**config.mk**
```make
export PLATFORM = sky130hd
export DESIGN_NAME = spi_master_core_flat
export DESIGN_NICKNAME = d
export VERILOG_FILES = /design/src/rtl/spi_pkg.sv /design/src/rtl/spi_master_core_if.sv /design/src/rtl/spi_sclk_div.sv /design/src/rtl/spi_master_core.sv /design/src/flat_wrapper.sv
export SDC_FILE = /design/constraint.sdc
export NUM_CORES = 1
export LEC_CHECK = 0
export ABC_AREA = 1
export BUFFER_PORTS_ARGS = -buffer_cell sky130_fd_sc_hd__buf_2
export CAP_MARGIN = 20
export CORE_MARGIN = 8
export CORE_UTILIZATION = 50
export CTS_BUF_LIST = sky130_fd_sc_hd__clkbuf_16
export CTS_CLUSTER_DIAMETER = 120
export DETAILED_ROUTE_END_ITERATION = 16
export GPL_TIMING_DRIVEN = 0
export PLACE_DENSITY = 0.82
export SYNTH_ARGS = -nofsm -noshare
export SYNTH_HDL_FRONTEND = slang
export SYNTH_SLANG_ARGS = --single-unit
```
**constraint.sdc**
```tcl
create_clock -name clk -period 1.8 [get_ports clk]
set_input_delay 0.27 -clock clk [delete_from_list [all_inputs] [get_ports clk]]
set_output_delay 0.27 -clock clk [all_outputs]
set_load 0.05 [all_outputs]
```
**src/rtl/spi_pkg.sv**
```systemverilog
// Shared types and constants for the SPI master engine.
package spi_pkg;
    typedef enum logic [2:0] {
        IDLE,
        LOAD,
        LATCH,
        SHIFT_LO,
        SHIFT_HI,
        PUSH,
        DONE
    } spi_state_t;

    localparam int   SPI_LEN_W    = 16;
    localparam logic SPI_OP_READ  = 1'b0;
    localparam logic SPI_OP_WRITE = 1'b1;
endpackage

```
**src/rtl/spi_master_core_if.sv**
```systemverilog
// Sequencer, FIFO and SPI pin bundle seen by the SPI master engine.
interface spi_master_core_if import spi_pkg::*; #(parameter int DATA = 8);
    logic [SPI_LEN_W-1:0] len;
    logic                 op;
    logic                 work;
    logic                 busy;
    logic [DATA-1:0]      tx_rdata;
    logic                 tx_rd;
    logic                 tx_empty;
    logic [DATA-1:0]      rx_wdata;
    logic                 rx_wr;
    logic                 rx_full;
    logic                 sclk;
    logic                 cs_n;
    logic                 mosi;
    logic                 miso;

    modport master (
        input  len, op, work, tx_rdata, tx_empty, rx_full, miso,
        output busy, tx_rd, rx_wdata, rx_wr, sclk, cs_n, mosi
    );

    modport slave (
        output len, op, work, tx_rdata, tx_empty, rx_full, miso,
        input  busy, tx_rd, rx_wdata, rx_wr, sclk, cs_n, mosi
    );
endinterface

```
**src/rtl/spi_sclk_div.sv**
```systemverilog
// Phase timer: start loads CLK_DIV-1, tick is high on the last cycle of the phase.
module spi_sclk_div #(
    parameter int CLK_DIV = 4
) (
    input  logic clk,
    input  logic rst,
    input  logic start,
    output logic tick
);
    localparam int            CW   = (CLK_DIV > 1) ? $clog2(CLK_DIV) : 1;
    localparam logic [CW-1:0] TERM = CW'(CLK_DIV - 1);

    logic [CW-1:0] cnt;

    always_ff @(posedge clk) begin
        if (rst)
            cnt <= '0;
        else if (start)
            cnt <= TERM;
        else if (cnt != '0)
            cnt <= cnt - CW'(1);
    end

    assign tick = (cnt == '0);
endmodule

```
**src/rtl/spi_master_core.sv**
```systemverilog
// SPI mode-0 master: pops TX bytes, shifts them out MSB first, pushes captured
// MISO bytes to the RX FIFO, with chip-select framing around the whole frame.
module spi_master_core import spi_pkg::*; #(
    parameter int DATA    = 8,
    parameter int CLK_DIV = 4
) (
    input  logic               clk,
    input  logic               rst,
    spi_master_core_if.master  bus
);
    localparam int                   BW       = $clog2(DATA + 1);
    localparam logic [SPI_LEN_W-1:0] DATA_LEN = SPI_LEN_W'(DATA);

    spi_state_t           state, state_nxt;
    logic [SPI_LEN_W-1:0] rem;
    logic [BW-1:0]        byte_bits;
    logic                 op_q;
    logic                 popped;
    logic [DATA-1:0]      tx_sr;
    logic [DATA-1:0]      rx_sr;
    logic                 div_start;
    logic                 div_tick;

    spi_sclk_div #(.CLK_DIV(CLK_DIV)) u_div (
        .clk   (clk),
        .rst   (rst),
        .start (div_start),
        .tick  (div_tick)
    );

    always_ff @(posedge clk) begin
        if (rst)
            state <= IDLE;
        else
            state <= state_nxt;
    end

    always_comb begin
        state_nxt = state;
        case (state)
            IDLE:     if (bus.work && bus.len != '0) state_nxt = LOAD;
            LOAD:     state_nxt = LATCH;
            LATCH:    state_nxt = SHIFT_LO;
            SHIFT_LO: if (div_tick) state_nxt = SHIFT_HI;
            SHIFT_HI: if (div_tick) state_nxt = (byte_bits == BW'(1)) ? PUSH : SHIFT_LO;
            PUSH:     if (op_q == SPI_OP_WRITE || !bus.rx_full)
                          state_nxt = (rem != '0) ? LOAD : DONE;
            DONE:     if (div_tick) state_nxt = IDLE;
            default:  state_nxt = IDLE;
        endcase
        // Every timed phase restarts the divider on entry.
        div_start = (state_nxt != state) &&
                    (state_nxt == SHIFT_LO || state_nxt == SHIFT_HI || state_nxt == DONE);
    end

    always_ff @(posedge clk) begin
        if (rst) begin
            rem       <= '0;
            byte_bits <= '0;
            op_q      <= SPI_OP_READ;
            popped    <= 1'b0;
            tx_sr     <= '0;
            rx_sr     <= '0;
        end else begin
            case (state)
                IDLE: if (bus.work && bus.len != '0) begin
                    rem  <= bus.len;
                    op_q <= bus.op;
                end
                LOAD: popped <= !bus.tx_empty;
                LATCH: begin
                    tx_sr     <= popped ? bus.tx_rdata : '0;
                    rx_sr     <= '0;
                    byte_bits <= (rem >= DATA_LEN) ? BW'(DATA) : BW'(rem);
                end
                // MISO is captured on the edge that raises SCK.
                SHIFT_LO: if (div_tick) rx_sr <= {rx_sr[DATA-2:0], bus.miso};
                SHIFT_HI: if (div_tick) begin
                    tx_sr     <= {tx_sr[DATA-2:0], 1'b0};
                    byte_bits <= byte_bits - BW'(1);
                    if (rem != '0)
                        rem <= rem - SPI_LEN_W'(1);
                end
                default: ;
            endcase
        end
    end

    assign bus.busy     = (state != IDLE);
    assign bus.cs_n     = (state == IDLE) || (state == DONE);
    assign bus.sclk     = (state == SHIFT_HI);
    assign bus.mosi     = (state == SHIFT_LO || state == SHIFT_HI) && tx_sr[DATA-1];
    assign bus.tx_rd    = (state == LOAD) && !bus.tx_empty;
    assign bus.rx_wr    = (state == PUSH) && (op_q == SPI_OP_READ) && !bus.rx_full;
    assign bus.rx_wdata = rx_sr;
endmodule

```
**src/flat_wrapper.sv**
```systemverilog
// flat-port wrapper written by rule: the top's interface ports become plain ports
module spi_master_core_flat import spi_pkg::*;
#(
    parameter int DATA    = 8,
    parameter int CLK_DIV = 4
)
  (clk, rst, bus_len, bus_op, bus_work, bus_tx_rdata, bus_tx_empty, bus_rx_full, bus_miso, bus_busy, bus_tx_rd, bus_rx_wdata, bus_rx_wr, bus_sclk, bus_cs_n, bus_mosi);
  spi_master_core_if #(.DATA(DATA)) bus_i ();
  input  logic clk;
  input  logic rst;
  input wire logic [$bits(bus_i.len)-1:0] bus_len;
  input wire logic [$bits(bus_i.op)-1:0] bus_op;
  input wire logic [$bits(bus_i.work)-1:0] bus_work;
  input wire logic [$bits(bus_i.tx_rdata)-1:0] bus_tx_rdata;
  input wire logic [$bits(bus_i.tx_empty)-1:0] bus_tx_empty;
  input wire logic [$bits(bus_i.rx_full)-1:0] bus_rx_full;
  input wire logic [$bits(bus_i.miso)-1:0] bus_miso;
  output wire logic [$bits(bus_i.busy)-1:0] bus_busy;
  output wire logic [$bits(bus_i.tx_rd)-1:0] bus_tx_rd;
  output wire logic [$bits(bus_i.rx_wdata)-1:0] bus_rx_wdata;
  output wire logic [$bits(bus_i.rx_wr)-1:0] bus_rx_wr;
  output wire logic [$bits(bus_i.sclk)-1:0] bus_sclk;
  output wire logic [$bits(bus_i.cs_n)-1:0] bus_cs_n;
  output wire logic [$bits(bus_i.mosi)-1:0] bus_mosi;
  assign bus_i.len = bus_len;
  assign bus_i.op = bus_op;
  assign bus_i.work = bus_work;
  assign bus_i.tx_rdata = bus_tx_rdata;
  assign bus_i.tx_empty = bus_tx_empty;
  assign bus_i.rx_full = bus_rx_full;
  assign bus_i.miso = bus_miso;
  assign bus_busy = bus_i.busy;
  assign bus_tx_rd = bus_i.tx_rd;
  assign bus_rx_wdata = bus_i.rx_wdata;
  assign bus_rx_wr = bus_i.rx_wr;
  assign bus_sclk = bus_i.sclk;
  assign bus_cs_n = bus_i.cs_n;
  assign bus_mosi = bus_i.mosi;
  spi_master_core #(.DATA(DATA), .CLK_DIV(CLK_DIV)) u_core (.clk(clk), .rst(rst), .bus(bus_i));
endmodule
```
After elaboration in Yosys (flattened, before gate mapping)
Cells that the tools add are included.

Register bits after elaboration: 43. Bits of input ports: 31. Output and inout bits: 14.

Add/subtract/negate cells: 3. Magnitude comparators: 1. Equal/unequal tests: 15. Mux-type cells: 22. Bitwise gates (word level): 1. Reduce and logical (&&, ||, !) cells: 27.

Operator list (count): $mux W16 (3); $pmux W16 S2 (1); $pmux W8 S2 (2); $reduce_bool A16 Y1 (2); $mux W8 (3); $mux W3 (7); $pmux W3 S7 (1); $ge A16 B4 Y1 const B (1); $sub A16 B1 Y16 const B (1); $eq A3 B3 Y1 const B (5); $reduce_bool A2 Y1 (5); $eq A3 B2 Y1 const B (3); $mux W4 (2); $ne A2 B1 Y1 const B (4); $pmux W4 S2 (1); $logic_and A1 B1 Y1 (6); $reduce_and A2 Y1 (3); $logic_or A1 B1 Y1 (5); $eq A4 B1 Y1 const B (1); $mux W2 (2); $reduce_and A4 Y1 (1); $sub A4 B1 Y4 const B (1); $eq A3 B1 Y1 const B (1); $logic_not A3 Y1 (1); other kinds (6) (7).

Depth between registers and ports, before layout
Gate-level depths: netlist of run 1.

Depth after elaboration: 9. Mapped depth: 12. Depth with buffers taken out: 12.

Modules after synthesis
A second synthesis of run 1 with hierarchy kept.

Cells, all modules: 380. Area total of the unflattened synthesis: 2514.9 um^2.

By module, submodules not included: spi_master_core (instances 1, cells an instance 361, area an instance 2401.1 um^2, sequential area each 820.8 um^2); spi_sclk_div (instances 1, cells an instance 19, area an instance 113.9 um^2, sequential area each 40.0 um^2).

Worst setup path after synthesis of run 1
OpenSTA, ideal clock, no wires.

Kind: register to output. Start point: register u_core.state[2]. End point: output bus_mosi. Arrival time: 2033 ps. Data required time: 1530 ps. Setup slack: -503 ps. Stages on the path, launching flop included: 6. Path through: dfxtp_1 > nand2_2 > nor2_4 > inv_2 > clkbuf_1 > a21boi_0.

Longest elaborated chain between the ends: 3. Elaborated cells on any way between the ends: 4.

Ends and longest elaborated chain: from (decl) (RTL line spi_master_core.sv:14) `spi_state_t state, state_nxt;`; from (signal assigned) (RTL line spi_master_core.sv:35) `state <= state_nxt;`; $eq A3 B2 Y1 or $eq A3 B3 Y1 (tied branches) (RTL line spi_master_core.sv:92) `assign bus.mosi = (state == SHIFT_LO || state == SHIFT_HI) && tx_sr[DATA-1];`; $logic_or A1 B1 Y1 (*) (RTL line spi_master_core.sv:92); $logic_and A1 B1 Y1 (*) (RTL line spi_master_core.sv:92); to (decl) (RTL line flat_wrapper.sv:24) `output wire logic [$bits(bus_i.mosi)-1:0] bus_mosi;`.

Mark *: on every way between the ends. The rest lies on a longest branch, timed or not.

Final worst setup path of run 1
Start point: register u_core.state[0]. End point: output bus_sclk.

Longest elaborated chain between the ends: 1.

Ends and longest elaborated chain: $eq A3 B3 Y1 (RTL line spi_master_core.sv:91) `assign bus.sclk = (state == SHIFT_HI);`; to (decl) (RTL line flat_wrapper.sv:22) `output wire logic [$bits(bus_i.sclk)-1:0] bus_sclk;`.

No other way between the ends.

==> results of run 1 <==
-- worst max-delay path, stage by stage (launching register included) --
cell,delay (ns)
dfxtp_1,0.34
inv_2,0.11
nand2_2,0.07
nor2_4,0.16
buf_6,0.17
buf_6,0.16
buf_6,0.16
-- worst paths after layout --
path,end,cells past startpoint,slack (ns)
worst min register to register,u_core.tx_sr[1]$_SDFFE_PP0P_,2,0.48
worst max register to register,u_core.u_div.cnt[0]$_SDFFE_PP0P_,12,0.16
worst max-delay path,bus_sclk,6,0.07
worst min-delay path,u_core.bus.rx_wdata[0]$_SDFFE_PP0P_,3,0.24
-- routing by layer --
| metal | vias up | global-route usage | share of wire |
|---|---|---|---|
| li1 | 1360 | - | - |
| met1 | 1251 | 0.238 | 0.44 |
| met2 | 111 | 0.310 | 0.46 |
| met3 | 15 | 0.0425 | 0.076 |
| met4 | 0 | 0.0766 | 0.026 |
| met5 | - | 0 | 0 |
-- stage by stage --
step | cells | setup TNS [ns] | setup WS, ns | total power, mW | hold WS (ns)
after floorplan | 376 | 0 | 0.122 | 2.42 | 0.411
after global placement | 490 | 0 | 0.0315 | 2.71 | 0.466
after detailed placement | 490 | 0 | 0.00917 | 2.75 | 0.477
after CTS | 498 | 0 | 0.0296 | 3.93 | 0.238
after global routing | 498 | -0.00351 | -0.00351 | 4.17 | 0.246
final | 498 | 0 | 0.0659 | 3.94 | 0.236
-- cells by family (layout without fill, tap and decap cells) --
kind of cell / Yosys count / after routing / synth area share
adder cells (fa/ha/maj): 5 / 5 / 0.0245
buffers and inverters: 51 / 103 / 0.0910
multiplexers: 1 / 1 / 0.00391
XOR/XNOR: 6 / 6 / 0.0205
AO/OA/AOI/OAI: 104 / 104 / 0.220
AND/OR/NAND/NOR: 166 / 166 / 0.304
flip-flops: 43 / 43 / 0.337
-- layout make-up --
type                    instances  area (sq um)  share of cell area
plain buffers                  16           110              0.0356
clock buffers                   5           125              0.0405
clock inverters                 3          63.8              0.0206
inverters                      34           129              0.0417
multi-input cells             282          1470               0.477
flip-flops and latches         43           862               0.279
well taps                      70          87.6              0.0283
repair buffers                 45           240              0.0777
-- cells in the final DEF (no fill, tap or decap), drive strengths merged, types with 2 or more instances in the layout --
| cell | n |
|---|---|
| a21boi | 2 |
| a21oi | 35 |
| a31oi | 13 |
| buf | 56 |
| bufinv | 2 |
| clkbuf | 10 |
| clkinv | 2 |
| dfxtp | 43 |
| ha | 5 |
| inv | 33 |
| nand2 | 71 |
| nand3 | 31 |
| nor2 | 56 |
| nor3 | 5 |
| o211ai | 2 |
| o21ai | 49 |
| or2 | 2 |
| xor2 | 5 |
-- what timing repair did --
item	in CTS	in global routing
pin swaps	1	0
hold endpoints to repair	0	0
gates resized for setup	5	4
setup endpoints to repair	2	5
setup buffers	1	0
-- flip-flops by register name, indices dropped and copies added, names as in the netlist --
register,flops
u_core.popped,1
u_core.rem,16
u_core.tx_sr,8
u_core.state,3
u_core.bus.rx_wdata,8
u_core.op_q,1
u_core.u_div.cnt,2
u_core.byte_bits,4
-- report_power, final --
group	total [mW]	switching, mW	internal, mW
Combinational	1.47	0.982	0.485
Clock	1.16	0.374	0.790
Sequential	1.31	0.163	1.14
==> flow_summary.ini, run 1 <==
[synthesis]
synthArstFlopShare = 0
yosys-top-cells-area = dfxtp_1 34%, nand2_1 8.5%, nor2_1 7.0%
yosys.area.top_type_share = 0.337
synth_seq_cells = 43
synthesis.area_sq_um = 2560
syn_area_per_cell_sq_um = 6.80
synth_common_cells = 58 x nand2_1, 48 x nor2_1, 43 x dfxtp_1
synth_most_common_cell = nand2_1
synth_nets = 412
synth_cells = 376
synth_edf_count = 0
yosysUniqueCellTypes = 38
ys_seq_area_frac = 0.337
yosysTopAreaCell = dfxtp_1
synth_top_flop_cell = dfxtp_1
ys_warn_count = 0

[place]
hpwl_mm = 5.04
routabilityCongestion = 0.907
place.port_buffers = 44
post_dp_cell_area_sq_um = 2870

[clock_tree]
cts_buffers = 5
htreeDepth = 2
cts.clk_slew.worst_paths_ns = 0.06
cts_hold_buf = 0
cts_tree = built
clock_sinks = 43
clock_path_buffers = 2
clkLatencyLatePin_ns = 0.28
cts-root-buf = clkbuf_16

[global_routing]
antenna_found_initial = 0
grt-ovfl-total = 0
grt_pass1_wl_mm = 11.7
grt_pass1_vias = 2613
grt_max_degree = 14
grt_usage = 0.191

[worst_setup_path]
worstPathArrival_ns = 1.46
cp.required_ns = 1.53
r2r_start = u_core.u_div.cnt[0]$_SDFFE_PP0P_
end_kind = output port
setup.worst_path.class = flip-flop to output port
crit_path_max_fanout = 10
critPathLaunch = u_core.state[0]$_SDFF_PP0_
cp-start-kind = flip-flop

[min_path]
hold_path.class = primary input to flip-flop
min_from = bus_miso

[timing]
finClkSkew_ns = 0.00456
period_minus_slack_ns = 1.73
fmax_ghz = 0.577
finalSetupViolations = 0
rsz0062_at_grt = yes
worst_pin_slew_ns = 0.633
drv_slew = 0
finalHoldViolations = 0
period_share = 0.963
max_slew_margin = 0.578

[layout]
fin_nets = 463
area_growth_syn_to_layout_pct = 20.8
fill_cells = 477
antenna_cells = 0
drive_gt1_frac = 0.236
stdcell_area_sq_um = 3090
final_util = 0.617

[routing]
routedWlPerCell_microns = 14.1
num_vias = 2737
wl_mm = 7.04
drtPass1Iterations = 4
final_antenna_net_count = 0
drc = 0
drt-initial-drc-count = 263
vias_per_cell = 5.50

[floorplan]
die_area_sq_um = 7660
die_w_microns = 87.5
ios = 45
die_h_microns = 87.5
std_cell_rows = 26
design.core.area_sq_um = 5010
start_util = 0.510

[pwr]
power_leakage_nw = 1.34
power_density_nw_per_um2 = 1270
ir_drop_uv = 689

[flow_run]
maxCapViolCount = 0

[run_status]
status = finished, final reports clean
No activity file was read; power rests on OpenSTA's default activity.
==> inputs of run 2 (changes only) <==
CORE_UTILIZATION = 30   (was 50)
PLACE_DENSITY = 0.57   (was 0.82)
==> run 2 against run 1 <==
Flip-flop and latch count unchanged. Setup slack better by 0.050 ns. Non-clock buffer count down 1. Die area up 53%. Core utilization down 24 points. Combinational power about the same. Global-route usage down 6.3 points. Highest routed layer unchanged. Final cell count up 6.8%. Sequential share of layout area up 0.079 points. Clock skew down 0.0028 ns.
==> flow_summary.ini, run 2 (synthesis gave the netlist of run 1 again) <==
[floorplan]
std_cell_rows = 33
die_h_microns = 108
design.core.area_sq_um = 8260
die_w_microns = 108
start_util = 0.310
ios = 45
die_area_sq_um = 11700

[global_routing]
antenna_found_initial = 0
grt-ovfl-total = 0
grt_usage = 0.128
grt_pass1_vias = 2445
grt_pass1_wl_mm = 12.0
grt_max_degree = 20

[worst_setup_path]
end_kind = output port
cp.required_ns = 1.53
r2r_setup_slack_ns = 0.18
crit_path_max_fanout = 13
cp-start-kind = flip-flop
rr_worst_depth = 10
r2r_start = u_core.state[0]$_SDFF_PP0_
setup.worst_path.class = flip-flop to output port
worstPathArrival_ns = 1.41
reg2reg_to = u_core.rem[12]$_SDFFE_PP0P_

[clock_tree]
cts.clk_slew.worst_paths_ns = 0.06
clock_path_buffers = 2
cts-root-buf = clkbuf_16
cts_tree = built
htreeDepth = 2
clock_sinks = 43
cts_hold_buf = 0
cts_buffers = 5
clkLatencyLatePin_ns = 0.28

[pwr]
seq_power_share = 0.355
sw_frac_of_total = 0.418
power_leakage_nw = 1.31
power_switching_mw = 1.53
p_int_mw = 2.13
power_density_nw_per_um2 = 1190
power_frac_comb = 0.396
pwr-share-clk = 0.249
ir_drop_uv = 434
power_mw = 3.66

[min_path]
hold_path.class = primary input to flip-flop
hold_end = u_core.bus.rx_wdata[0]$_SDFFE_PP0P_
min_from = bus_miso
worstHoldPathCells = 3

[timing]
period_minus_slack_ns = 1.68
period_share = 0.935
fmax_ghz = 0.594
rsz0062_at_grt = no
worst_pin_slew_ns = 0.656
max_slew_margin = 0.563
layout_setup_ws_ns = 0.116
timing.hold.ws_ns = 0.229
finalHoldViolations = 0
drv_slew = 0
tns_ns = 0
finClkSkew_ns = 0.00171
finalSetupViolations = 0

[place]
post_dp_cell_area_sq_um = 2920
place_ws_ns = -0.00104
routabilityCongestion = 0.843
place.port_buffers = 44
hpwl_mm = 5.45
dpl.cell_count = 525

[layout]
fill_cells = 904
drive_gt1_frac = 0.237
final_util = 0.373
layout_common_cells = 58 x nand2_1, 48 x nor2_1, 46 x buf_2
fin_nets = 462
regMostFlops = u_core.rem
stdcell_area_sq_um = 3080
layout_commonest_cell = nand2_1
regArea_sq_um = 862
largest_reg_flops = 16
multi_input_area_sq_um = 1470
antenna_cells = 0
area_growth_syn_to_layout_pct = 20.5
stdcell_count = 532

[routing]
routedWlPerCell_microns = 13.8
drt-initial-drc-count = 197
wl_mm = 7.32
final_antenna_net_count = 0
num_vias = 2657
drc = 0
vias_per_cell = 4.99
drtPass1Iterations = 5

[flow_run]
maxCapViolCount = 0

[run_status]
status = finished, final reports clean
==> run 2: critical path, cell delays in order, from the launching register on <==
cell      delay [ns]
dfxtp_1         0.34
inv_2           0.11
nand2_2         0.07
nor2_4          0.16
inv_4           0.11
a21boi_2        0.16
buf_6           0.18
==> run 2: worst max path at each step <==
| stage | from | endpoint | depth (start not counted) |
|---|---|---|---|
| after floorplan | u_core.state[2]$_SDFF_PP0_ | bus_mosi | 5 |
| after global placement | u_core.state[2]$_SDFF_PP0_ | bus_mosi | 6 |
| after detailed placement | u_core.state[2]$_SDFF_PP0_ | bus_mosi | 6 |
| after CTS | u_core.state[0]$_SDFF_PP0_ | bus_mosi | 6 |
| after global routing | u_core.u_div.cnt[0]$_SDFFE_PP0P_ | u_core.u_div.cnt[0]$_SDFFE_PP0P_ | 12 |
| final | u_core.state[0]$_SDFF_PP0_ | bus_mosi | 6 |
==> run 2: area by class of cell <==
class	instances	share of cell area
multi-input cells	282	0.478
clock buffers	5	0.0406
clock inverters	3	0.00650
plain buffers	15	0.0313
flip-flops and latches	43	0.280
inverters	34	0.0426
well taps	105	0.0426
repair buffers	45	0.0788
==> run 2: routing by layer <==
layer	wire length, microns	track usage	up-vias
met4	92	0.0381	0
li1	-	-	1358
met3	487	0.0268	5
met2	3340	0.201	72
met1	3390	0.171	1222
met5	0	0	-
==> run 2: power by group through the flow <==
stage | combinational (mW) | sequential [mW] | clock (mW)
floorplan | 0.998 | 1.42 | 0
global placement | 1.43 | 1.31 | 0
detailed placement | 1.44 | 1.32 | 0
CTS | 1.45 | 1.30 | 0.931
global route | 1.63 | 1.34 | 0.963
finish | 1.45 | 1.30 | 0.911
==> run 2: timing repair <==
action	CTS	global route
resized for setup	5	4
setup endpoints to repair	2	2
buffers inserted	1	0
pin swaps	1	1
==> inputs of run 3 (changes only) <==
CORE_UTILIZATION = 34   (was 30)
PLACE_DENSITY = 0.62   (was 0.57)
==> run 3 against run 2 <==
Clock power down 2%. Largest power group unchanged. Die area down 10%. Combinational power about the same. Setup slack worse by 0.019 ns. Final cell count shrank 0.94%. Register-to-register slack got worse by 0.04 ns. Sequential power about the same. Routed wire length fell by 0.31%. Largest cell class unchanged.
==> flow_summary.ini, run 3 (synthesis gave the netlist of run 1 again) <==
[run_status]
status = finished, final reports clean

[place]
place_ws_ns = -0.0186
place.port_buffers = 44
routabilityCongestion = 0.828
hpwl_mm = 5.36
dpl.cell_count = 519

[timing]
finClkSkew_ns = 0.00435
finalHoldViolations = 0
max_slew_margin = 0.534
finalSetupViolations = 0
fmax_ghz = 0.587
worst_pin_slew_ns = 0.699
drv_slew = 0
period_minus_slack_ns = 1.70
period_share = 0.946
layout_setup_ws_ns = 0.0975

[floorplan]
design.core.area_sq_um = 7250
std_cell_rows = 31
start_util = 0.353
ios = 45
die_h_microns = 103
die_area_sq_um = 10600
die_w_microns = 103

[routing]
drc = 0
wl_mm = 7.29
vias_per_cell = 5.00
num_vias = 2637
final_antenna_net_count = 0
drt-initial-drc-count = 112
routedWlPerCell_microns = 13.8
drtPass1Iterations = 4

[worst_setup_path]
cp.required_ns = 1.53
worstPathArrival_ns = 1.43
rr_worst_depth = 12
cp-start-kind = flip-flop
crit_path_max_fanout = 13
setup.worst_path.class = flip-flop to output port
r2r_start = u_core.u_div.cnt[0]$_SDFFE_PP0P_
end_kind = output port
critPathLaunch = u_core.state[0]$_SDFF_PP0_
reg2reg_to = u_core.u_div.cnt[1]$_SDFFE_PP0P_
r2r_setup_slack_ns = 0.14

[layout]
layout_commonest_cell = nand2_1
layout_common_cells = 58 x nand2_1, 48 x nor2_1, 46 x buf_2
regMostFlops = u_core.rem
drive_gt1_frac = 0.236
fill_cells = 787
fin_nets = 463
antenna_cells = 0
stdcell_count = 527
area_growth_syn_to_layout_pct = 20.4
largest_reg_flops = 16

[min_path]
worstHoldPathCells = 3
hold_path.class = primary input to flip-flop
min_from = bus_miso
hold_end = u_core.bus.rx_wdata[0]$_SDFFE_PP0P_

[global_routing]
grt-ovfl-total = 0
grt_usage = 0.143
grt_max_degree = 20
grt_pass1_wl_mm = 11.9
antenna_found_initial = 0
grt_pass1_vias = 2496

[clock_tree]
clock_path_buffers = 2
clock_sinks = 43
cts_tree = built
cts_buffers = 5
cts.clk_slew.worst_paths_ns = 0.06
clkLatencyLatePin_ns = 0.29
cts-root-buf = clkbuf_16
cts_hold_buf = 0
htreeDepth = 2

[pwr]
power_density_nw_per_um2 = 1190
power_leakage_nw = 1.32
power_mw = 3.66
ir_drop_uv = 412

[flow_run]
maxCapViolCount = 0
[run 3: through the flow]
stage | utilization | area (sq um) | setup TNS, ns | hold WS [ns]
after floorplan | - | 2570 | 0 | 0.411
after global placement | 0.401 | 2910 | 0 | 0.463
after detailed placement | 0.401 | 2910 | -0.0186 | 0.477
after CTS | 0.422 | 3060 | 0 | 0.216
after global routing | 0.424 | 3080 | -0.00277 | 0.258
final | 0.424 | 3080 | 0 | 0.215
[run 3: layer usage]
layer	track usage	up-vias	wire [microns]
met3	0.0338	4	437
met1	0.178	1219	3330
met2	0.232	61	3440
met5	0	-	0
li1	-	1353	-
met4	0.0612	0	90
[run 3: power breakdown]
| part | switching (mW) | total, mW | internal [mW] |
|---|---|---|---|
| Clock | 0.387 | 0.894 | 0.507 |
| Sequential | 0.159 | 1.30 | 1.14 |
| Combinational | 0.975 | 1.46 | 0.485 |
[run 3: how the worst max path moves through the flow]
stage / end / slack, ns / depth (start not counted)
after floorplan: bus_mosi / 0.12 / 5
after global placement: bus_mosi / 0.01 / 6
after CTS: bus_mosi / 0.01 / 6
final: bus_mosi / 0.1 / 6
after detailed placement: bus_mosi / -0.02 / 7
after global routing: u_core.u_div.cnt[1]$_SDFFE_PP0P_ / -0.003 / 12
[run 3: repair_timing]
action                                 in CTS  in global routing
resized for setup                           5                  3
pin swaps                                   1                  2
setup endpoints to repair                   2                  3
buffers inserted                            1                  1
cloned                                      0                  0
endpoints found under the hold margin       0                  0
[run 3: critical path: stages, from the launching register on]
cell	delay (ns)
dfxtp_1	0.34
inv_2	0.12
nand2_2	0.07
nor2_4	0.16
inv_4	0.11
a21boi_2	0.16
buf_6	0.17
[run 3: layout make-up]
class,count,area [sq um],area share
flip-flops and latches,43,862,0.280
well taps,99,124,0.0402
multi-input cells,282,1470,0.478
repair buffers,46,248,0.0805
inverters,34,131,0.0427
clock buffers,5,125,0.0407
plain buffers,15,98.8,0.0321
clock inverters,3,16.3,0.00528
